==> config.mk <==
export PLATFORM = sky130hd
export DESIGN_NAME = reg_pipe
export DESIGN_NICKNAME = d
export VERILOG_FILES = /design/src/rtl/reg_pipe_pkg.sv /design/src/rtl/reg_pipe_stage.sv /design/src/rtl/reg_pipe.sv
export SDC_FILE = /design/constraint.sdc
export NUM_CORES = 1
export LEC_CHECK = 0
export ABC_AREA = 1
export BUFFER_PORTS_ARGS = -buffer_cell sky130_fd_sc_hd__buf_2
export CAP_MARGIN = 10
export CORE_MARGIN = 10
export CORE_UTILIZATION = 35
export DETAILED_ROUTE_END_ITERATION = 12
export PLACE_DENSITY = 0.73
export SLEW_MARGIN = 20
export SYNTH_ARGS = -nofsm -noshare
export SYNTH_HDL_FRONTEND = slang
export SYNTH_SLANG_ARGS = --single-unit
export TNS_END_PERCENT = 5
==> constraint.sdc <==
create_clock -name clk -period 0.89 [get_ports clk]
set_input_delay 0 -clock clk [delete_from_list [all_inputs] [get_ports clk]]
set_output_delay 0 -clock clk [all_outputs]
set_load 0.005 [all_outputs]
==> src/rtl/reg_pipe_pkg.sv <==
// reg_pipe_pkg: shared defaults and the occupancy-counter width helper
// for the elastic register pipeline.
package reg_pipe_pkg;

   localparam int REG_PIPE_WIDTH_DEF = 8;
   localparam int REG_PIPE_DEPTH_DEF = 2;

   // Bits needed to hold an occupancy in the range 0..depth inclusive.
   function automatic int reg_pipe_cnt_w(input int depth);
      return $clog2(depth + 1);
   endfunction

endpackage

==> src/rtl/reg_pipe_stage.sv <==
// reg_pipe_stage: one elastic stage. It holds a valid bit and a data word.
// It loads from its upstream neighbour whenever it is empty or its
// downstream neighbour can take its current content.
// The clear input drops the valid bit and keeps the data register as it is.
module reg_pipe_stage #(
   parameter int               WIDTH     = 8,
   parameter logic [WIDTH-1:0] RESET_VAL = '0
) (
   input  logic             clk,
   input  logic             reset,
   input  logic             v_in,
   input  logic [WIDTH-1:0] d_in,
   input  logic             rdy_next,
   input  logic             clear,
   output logic             rdy,
   output logic             v_o,
   output logic [WIDTH-1:0] d_o
);

   logic             v_q, v_d;
   logic [WIDTH-1:0] d_q, d_d;

   // The stage can take a beat when it is empty or its content moves on.
   assign rdy = !v_q || rdy_next;
   assign v_o = v_q;
   assign d_o = d_q;

   // Next state: clear beats load; data is only written for a valid beat.
   always_comb begin
      v_d = v_q;
      d_d = d_q;
      if (clear) begin
         v_d = 1'b0;
      end else if (rdy) begin
         v_d = v_in;
         if (v_in) begin
            d_d = d_in;
         end
      end
   end

   // Stage registers with asynchronous reset.
   always_ff @(posedge clk or posedge reset) begin
      if (reset) begin
         v_q <= 1'b0;
         d_q <= RESET_VAL;
      end else begin
         v_q <= v_d;
         d_q <= d_d;
      end
   end

endmodule

==> src/rtl/reg_pipe.sv <==
// reg_pipe: DEPTH-stage elastic register pipeline with valid/ready
// backpressure and bubble collapse.
// The optional flush input is enabled by defining REG_PIPE_FLUSH_EN.
module reg_pipe
   import reg_pipe_pkg::*;
#(
   parameter int               WIDTH     = REG_PIPE_WIDTH_DEF,
   parameter int               DEPTH     = REG_PIPE_DEPTH_DEF,
   parameter logic [WIDTH-1:0] RESET_VAL = '0
) (
   input  logic                              clk,
   input  logic                              reset,
   input  logic                              s_valid,
   input  logic [WIDTH-1:0]                  s_data,
   output logic                              s_ready,
   output logic                              m_valid,
   output logic [WIDTH-1:0]                  m_data,
   input  logic                              m_ready,
   output logic [reg_pipe_cnt_w(DEPTH)-1:0]  count
`ifdef REG_PIPE_FLUSH_EN
   ,
   input  logic                              flush
`endif
);

   localparam int CW = reg_pipe_cnt_w(DEPTH);

   logic [DEPTH-1:0] v;
   logic [DEPTH-1:0] rdy;
   logic [WIDTH-1:0] d [DEPTH];
   logic             flush_int;
   logic [CW-1:0]    count_d;

`ifdef REG_PIPE_FLUSH_EN
   assign flush_int = flush;
`else
   assign flush_int = 1'b0;
`endif

   generate
      for (genvar gi = 0; gi < DEPTH; gi++) begin : g_stage
         logic             v_src;
         logic [WIDTH-1:0] d_src;
         logic             rdy_dn;

         if (gi == 0) begin : g_first
            assign v_src = s_valid;
            assign d_src = s_data;
         end else begin : g_mid
            assign v_src = v[gi-1];
            assign d_src = d[gi-1];
         end

         if (gi == DEPTH - 1) begin : g_last
            assign rdy_dn = m_ready;
         end else begin : g_inner
            assign rdy_dn = rdy[gi+1];
         end

         reg_pipe_stage #(
            .WIDTH     (WIDTH),
            .RESET_VAL (RESET_VAL)
         ) u_stage (
            .clk      (clk),
            .reset    (reset),
            .v_in     (v_src),
            .d_in     (d_src),
            .rdy_next (rdy_dn),
            .clear    (flush_int),
            .rdy      (rdy[gi]),
            .v_o      (v[gi]),
            .d_o      (d[gi])
         );
      end
   endgenerate

   assign s_ready = rdy[0] && !flush_int;
   assign m_valid = v[DEPTH-1];
   assign m_data  = d[DEPTH-1];
   assign count   = count_d;

   // Occupancy is the population count of the registered valid bits.
   always_comb begin
      count_d = '0;
      for (int i = 0; i < DEPTH; i++) begin
         count_d = count_d + CW'(v[i]);
      end
   end

endmodule

Yosys cells after proc, flatten, opt, wreduce, memory -nomap -nowiden
Cells that the tools add are included.

operators by class
  reduce and logical (&&, ||, !) cells = 6
  $add $sub $neg = 1

operators with widths
  cell              count
  $reduce_and 2->1  2
  $add 1x1->2       1
  $logic_not 1->1   2
  $logic_or 1x1->1  2

storage, ports and cells
  output and inout bits = 12
  input port bits = 12
  bits in registers = 18
  logic and storage cells = 11

Longest topological paths before layout
  word-level depth = 4
  mapped depth = 5
  mapped depth without buffers = 5

Cells and area by module
From an unflattened synthesis, not the netlist that was laid out.

second synthesis, totals
  cell total of the unflattened synthesis = 84
  area total of the unflattened synthesis = 772.0 um^2

modules (own cells, without submodules)
  module          cells an instance  instances  area an instance (um^2)  seq. area each (um^2)
  reg_pipe_stage  41                 2          377.9                    225.2
  reg_pipe        2                  1          16.3                     0.0

Worst setup path after synthesis
No wires, ideal clock.

  path type = reg2reg
  from = register g_stage[1].u_stage.v_q
  to = register g_stage[1].u_stage.d_q[0]
  setup time = 0.117 ns
  cell stages (with the launch flop) = 5
  period minus slack after synthesis = 0.935 ns
  path buffers = 0
  path slack = -0.045 ns
  arrival = 0.818 ns
  path through = dfrtp_1 > nand2_2 > nand2_2 > nand2_1 > nand2_1

on the way
  word-level cells in the longest chain between the ends = 3

ends and longest elaborated chain
  item                               line                  source
  from (decl)                        reg_pipe_stage.sv:20  logic v_q, v_d;
  from (signal assigned)             reg_pipe_stage.sv:48  v_q <= v_d;
  $logic_not 1->1                    reg_pipe_stage.sv:24  assign rdy = !v_q || rdy_next;
  $logic_or 1x1->1                   reg_pipe_stage.sv:24
  $reduce_and 2->1 (no source line)  n/a
  to (signal assigned)               reg_pipe_stage.sv:46  d_q <= RESET_VAL;
  to (signal assigned)               reg_pipe_stage.sv:49  d_q <= d_d;
  to (decl)                          reg_pipe_stage.sv:21  logic [WIDTH-1:0] d_q, d_d;

No other way between the ends.
A chain may end at the register's enable or synchronous reset.

Worst setup path after layout
  from = register g_stage[1].u_stage.v_q
  to = output count[0]

on the way
  word-level cells in the longest chain between the ends = 1

ends and longest elaborated chain
  item         line            source
  $add 1x1->2  reg_pipe.sv:86  count_d = count_d + CW'(v[i]);
  to (decl)    reg_pipe.sv:19  output logic [reg_pipe_cnt_w(DEPTH)-1:0] count

No other way between the ends.

==> impl_metrics.env <==
export IMPL_status="complete, but fails checks"
export IMPL_violations="setup timing"
export IMPL_dp_hpwl_mm=1.17
export IMPL_port_buffers=23
export IMPL_clock_skew_ps=3.22
export IMPL_dp_slack_ps=-101
export IMPL_crit_family="flip-flops"
export IMPL_wl_per_cell_um=12.0
export IMPL_ys_seq_elements=18
export IMPL_initial_core_util=0.374
export IMPL_rows=16
export IMPL_final_hold_viol_count=0
export IMPL_critPathArrivalTime_ps=1100
export IMPL_worstSetupPathType="register to primary output"
export IMPL_cts_root_buf="clkbuf_4"
export IMPL_path_buf_inv=1
export IMPL_hp_class="input pin to register"
export IMPL_pin_count=24
export IMPL_r2r_end="g_stage[0].u_stage.d_o[3]"
export IMPL_gp_congestion=0.761
export IMPL_nets=131
export IMPL_syn_avg_cell_area_um2=9.51
export IMPL_fin_util=0.534
export IMPL_hold_slack_ps=37.3
export IMPL_rsz0062_at_grt="yes"
export IMPL_cp_depth=2
export IMPL_crit_chain="ha_1 -> buf_2"
export IMPL_clock_sinks=18
export IMPL_drt_pass1_iter_count=4
export IMPL_design_die_area_um2=4360
export IMPL_grt_pass1_vias=667
export IMPL_numCtsBuffers=3
export IMPL_diodes=0
export IMPL_synthCells=78
export IMPL_relSlewSlack=0.793
export IMPL_reg2reg_slack_ps=-160
export IMPL_cp_slowest_cell="dfrtp_1"
export IMPL_core_um2=1980
export IMPL_synthesis_nets=91
export IMPL_cp_max_fo=3
export IMPL_setup_violations=22
export IMPL_die_w_um=66.0
export IMPL_vdd_ir_drop_max_mv=0.877
export IMPL_crit_start="g_stage[1].u_stage.v_o"
export IMPL_grt_max_degree=19
export IMPL_htreeDepth=1
export IMPL_use_met1=0.0951
export IMPL_cpPeakStageDelay_ps=420
export IMPL_max_freq_mhz=912
export IMPL_powerDensity_nw_per_um2=1970
export IMPL_busiest_layer="met2"
export IMPL_synth_area_um2=742
export IMPL_worstPathRequired_ps=890
export IMPL_drive_gt1_frac=0.310
export IMPL_worst_setup_path_end_kind="primary output"
export IMPL_syn_to_final_growth_pct=42.7
export IMPL_drv_cap=0
export IMPL_vias=648
export IMPL_worst_slack_ps=-207
export IMPL_synth_cell_types=9
export IMPL_routed_wl_mm=1.72
export IMPL_crit_path_end="count[0]"
export IMPL_grt_overflow=0
export IMPL_ys_warn_count=0
export IMPL_fin_crit_sh=1.23
export IMPL_setup_tns_ps=-2570
export IMPL_clkSlewWorstSetupHoldPaths_ps=90
export IMPL_r2r_start="g_stage[1].u_stage.v_o"
export IMPL_cts_tree="built"
export IMPL_grt_use_met2=0.132
export IMPL_drt_iter0_drc=11
export IMPL_r2r_cells=5
export IMPL_grt_usage=0.0834
export IMPL_viasPerCell=4.53
export IMPL_clock_path_buffers=2
export IMPL_clock_latency_ps=280
export IMPL_worstMarginPinSlew_ps=310
export IMPL_gr_usage_met3=0.0458
export IMPL_drc=0
export IMPL_yosysSeqAreaShare=0.607
export IMPL_slew_viol_final=0
export IMPL_p_leak_nw=0.575
export IMPL_grt_pass1_wl_mm=2.92
export IMPL_die_h_um=66.0
export IMPL_final_min_clock_period_ps=1100
export IMPL_antenna_left=0
export IMPL_grt_antenna_before_repair=0
export IMPL_fill_cells=175
export IMPL_critPathLaunchType="register"
-- power breakdown --
part | switching (W) | internal [W]
registers | 0.0000920 | 0.000991
clock network | 0.000216 | 0.000157
logic | 0.000330 | 0.000302
total | 0.000639 | 0.00145
-- registers in the layout, summed over array words and instances, names as in the netlist --
signal	flops
g_stage.u_stage.d_o	16
g_stage.u_stage.v_o	2
-- logic make-up (layout without fill, tap and decap cells) --
| family | count (synthesis) | in the layout | synth area share |
|---|---|---|---|
| adders and majority gates | 1 | 1 | 0.0169 |
| buffers and inverters | 5 | 42 | 0.0472 |
| DFF | 18 | 18 | 0.607 |
| and+or+nand+nor | 54 | 55 | 0.329 |
-- cell usage after synthesis --
cell / number / area, um^2
dfrtp_1: 18 / 450
nand2_1: 34 / 128
buf_6: 2 / 22.5
buf_2: 1 / 5.00
nand3_4: 1 / 17.5
ha_1: 1 / 12.5
nand2_2: 3 / 18.8
nand3_1: 16 / 80.1
inv_1: 2 / 7.51
-- cell usage in the layout (no fill, tap or decap), drive strengths merged --
cell         netlist  routed
dfrtp             18      18
nand2             37      37
inv                2       2
nand3             17      18
buf                3      28
ha                 1       1
clkbuf             0       3
dlygate4sd3        0       9
-- final cells by class --
class / instances / area [um^2] / area share
timing repair buffer: 37 / 250 / 0.236
inverter: 2 / 7.51 / 0.00709
clock buffer: 3 / 22.5 / 0.0213
tap: 27 / 33.8 / 0.0319
sequential: 18 / 450 / 0.426
multi-input combinational: 56 / 294 / 0.278
-- layer usage --
layer / part of all wire / wire length, um / vias to the layer above
li1: - / - / 332
met3: 0.10 / 171 / 2
met1: 0.44 / 754 / 291
met2: 0.46 / 784 / 23
met5: 0 / 0 / -
met4: 0.0035 / 6 / 0
-- repair_timing --
action,in CTS,in global routing
pin swaps,2,1
buffers inserted,3,0
endpoints found under the setup margin,22,22
endpoints found under the hold margin,26,0
gates cloned,0,1
hold buffers,9,0
resized for setup,4,1
-- worst min path at each step --
stage | startpoint | depth (start not counted) | end | slack, ps
2_1_floorplan | reset | 1 | g_stage[0].u_stage.d_o[0] | -60
3_3_place_gp | reset | 3 | g_stage[1].u_stage.d_o[2] | 20
3_5_place_dp | reset | 3 | g_stage[1].u_stage.d_o[2] | 30
4_1_cts | s_valid | 3 | g_stage[0].u_stage.d_o[4] | 30
5_1_grt | s_valid | 3 | g_stage[0].u_stage.d_o[3] | 50
6_report | s_valid | 3 | g_stage[0].u_stage.d_o[4] | 40
-- worst reg2reg max path: cells and delay by family (launching register included) --
kind / cells / cell delay [ps]
buffers and inverters: 1 / 160
and+or+nand+nor: 4 / 370
DFF: 1 / 420
-- metrics by stage --
stage                     std cells  total power (W)  instance area, um^2
after detailed placement        127          0.00162                  883
after global routing            143          0.00225                 1060
final                           143          0.00209                 1060
after floorplan                  78          0.00139                  747
after global placement          127          0.00160                  883
after CTS                       142          0.00210                 1040
Note: power is estimated with default switching activity, not from simulation.
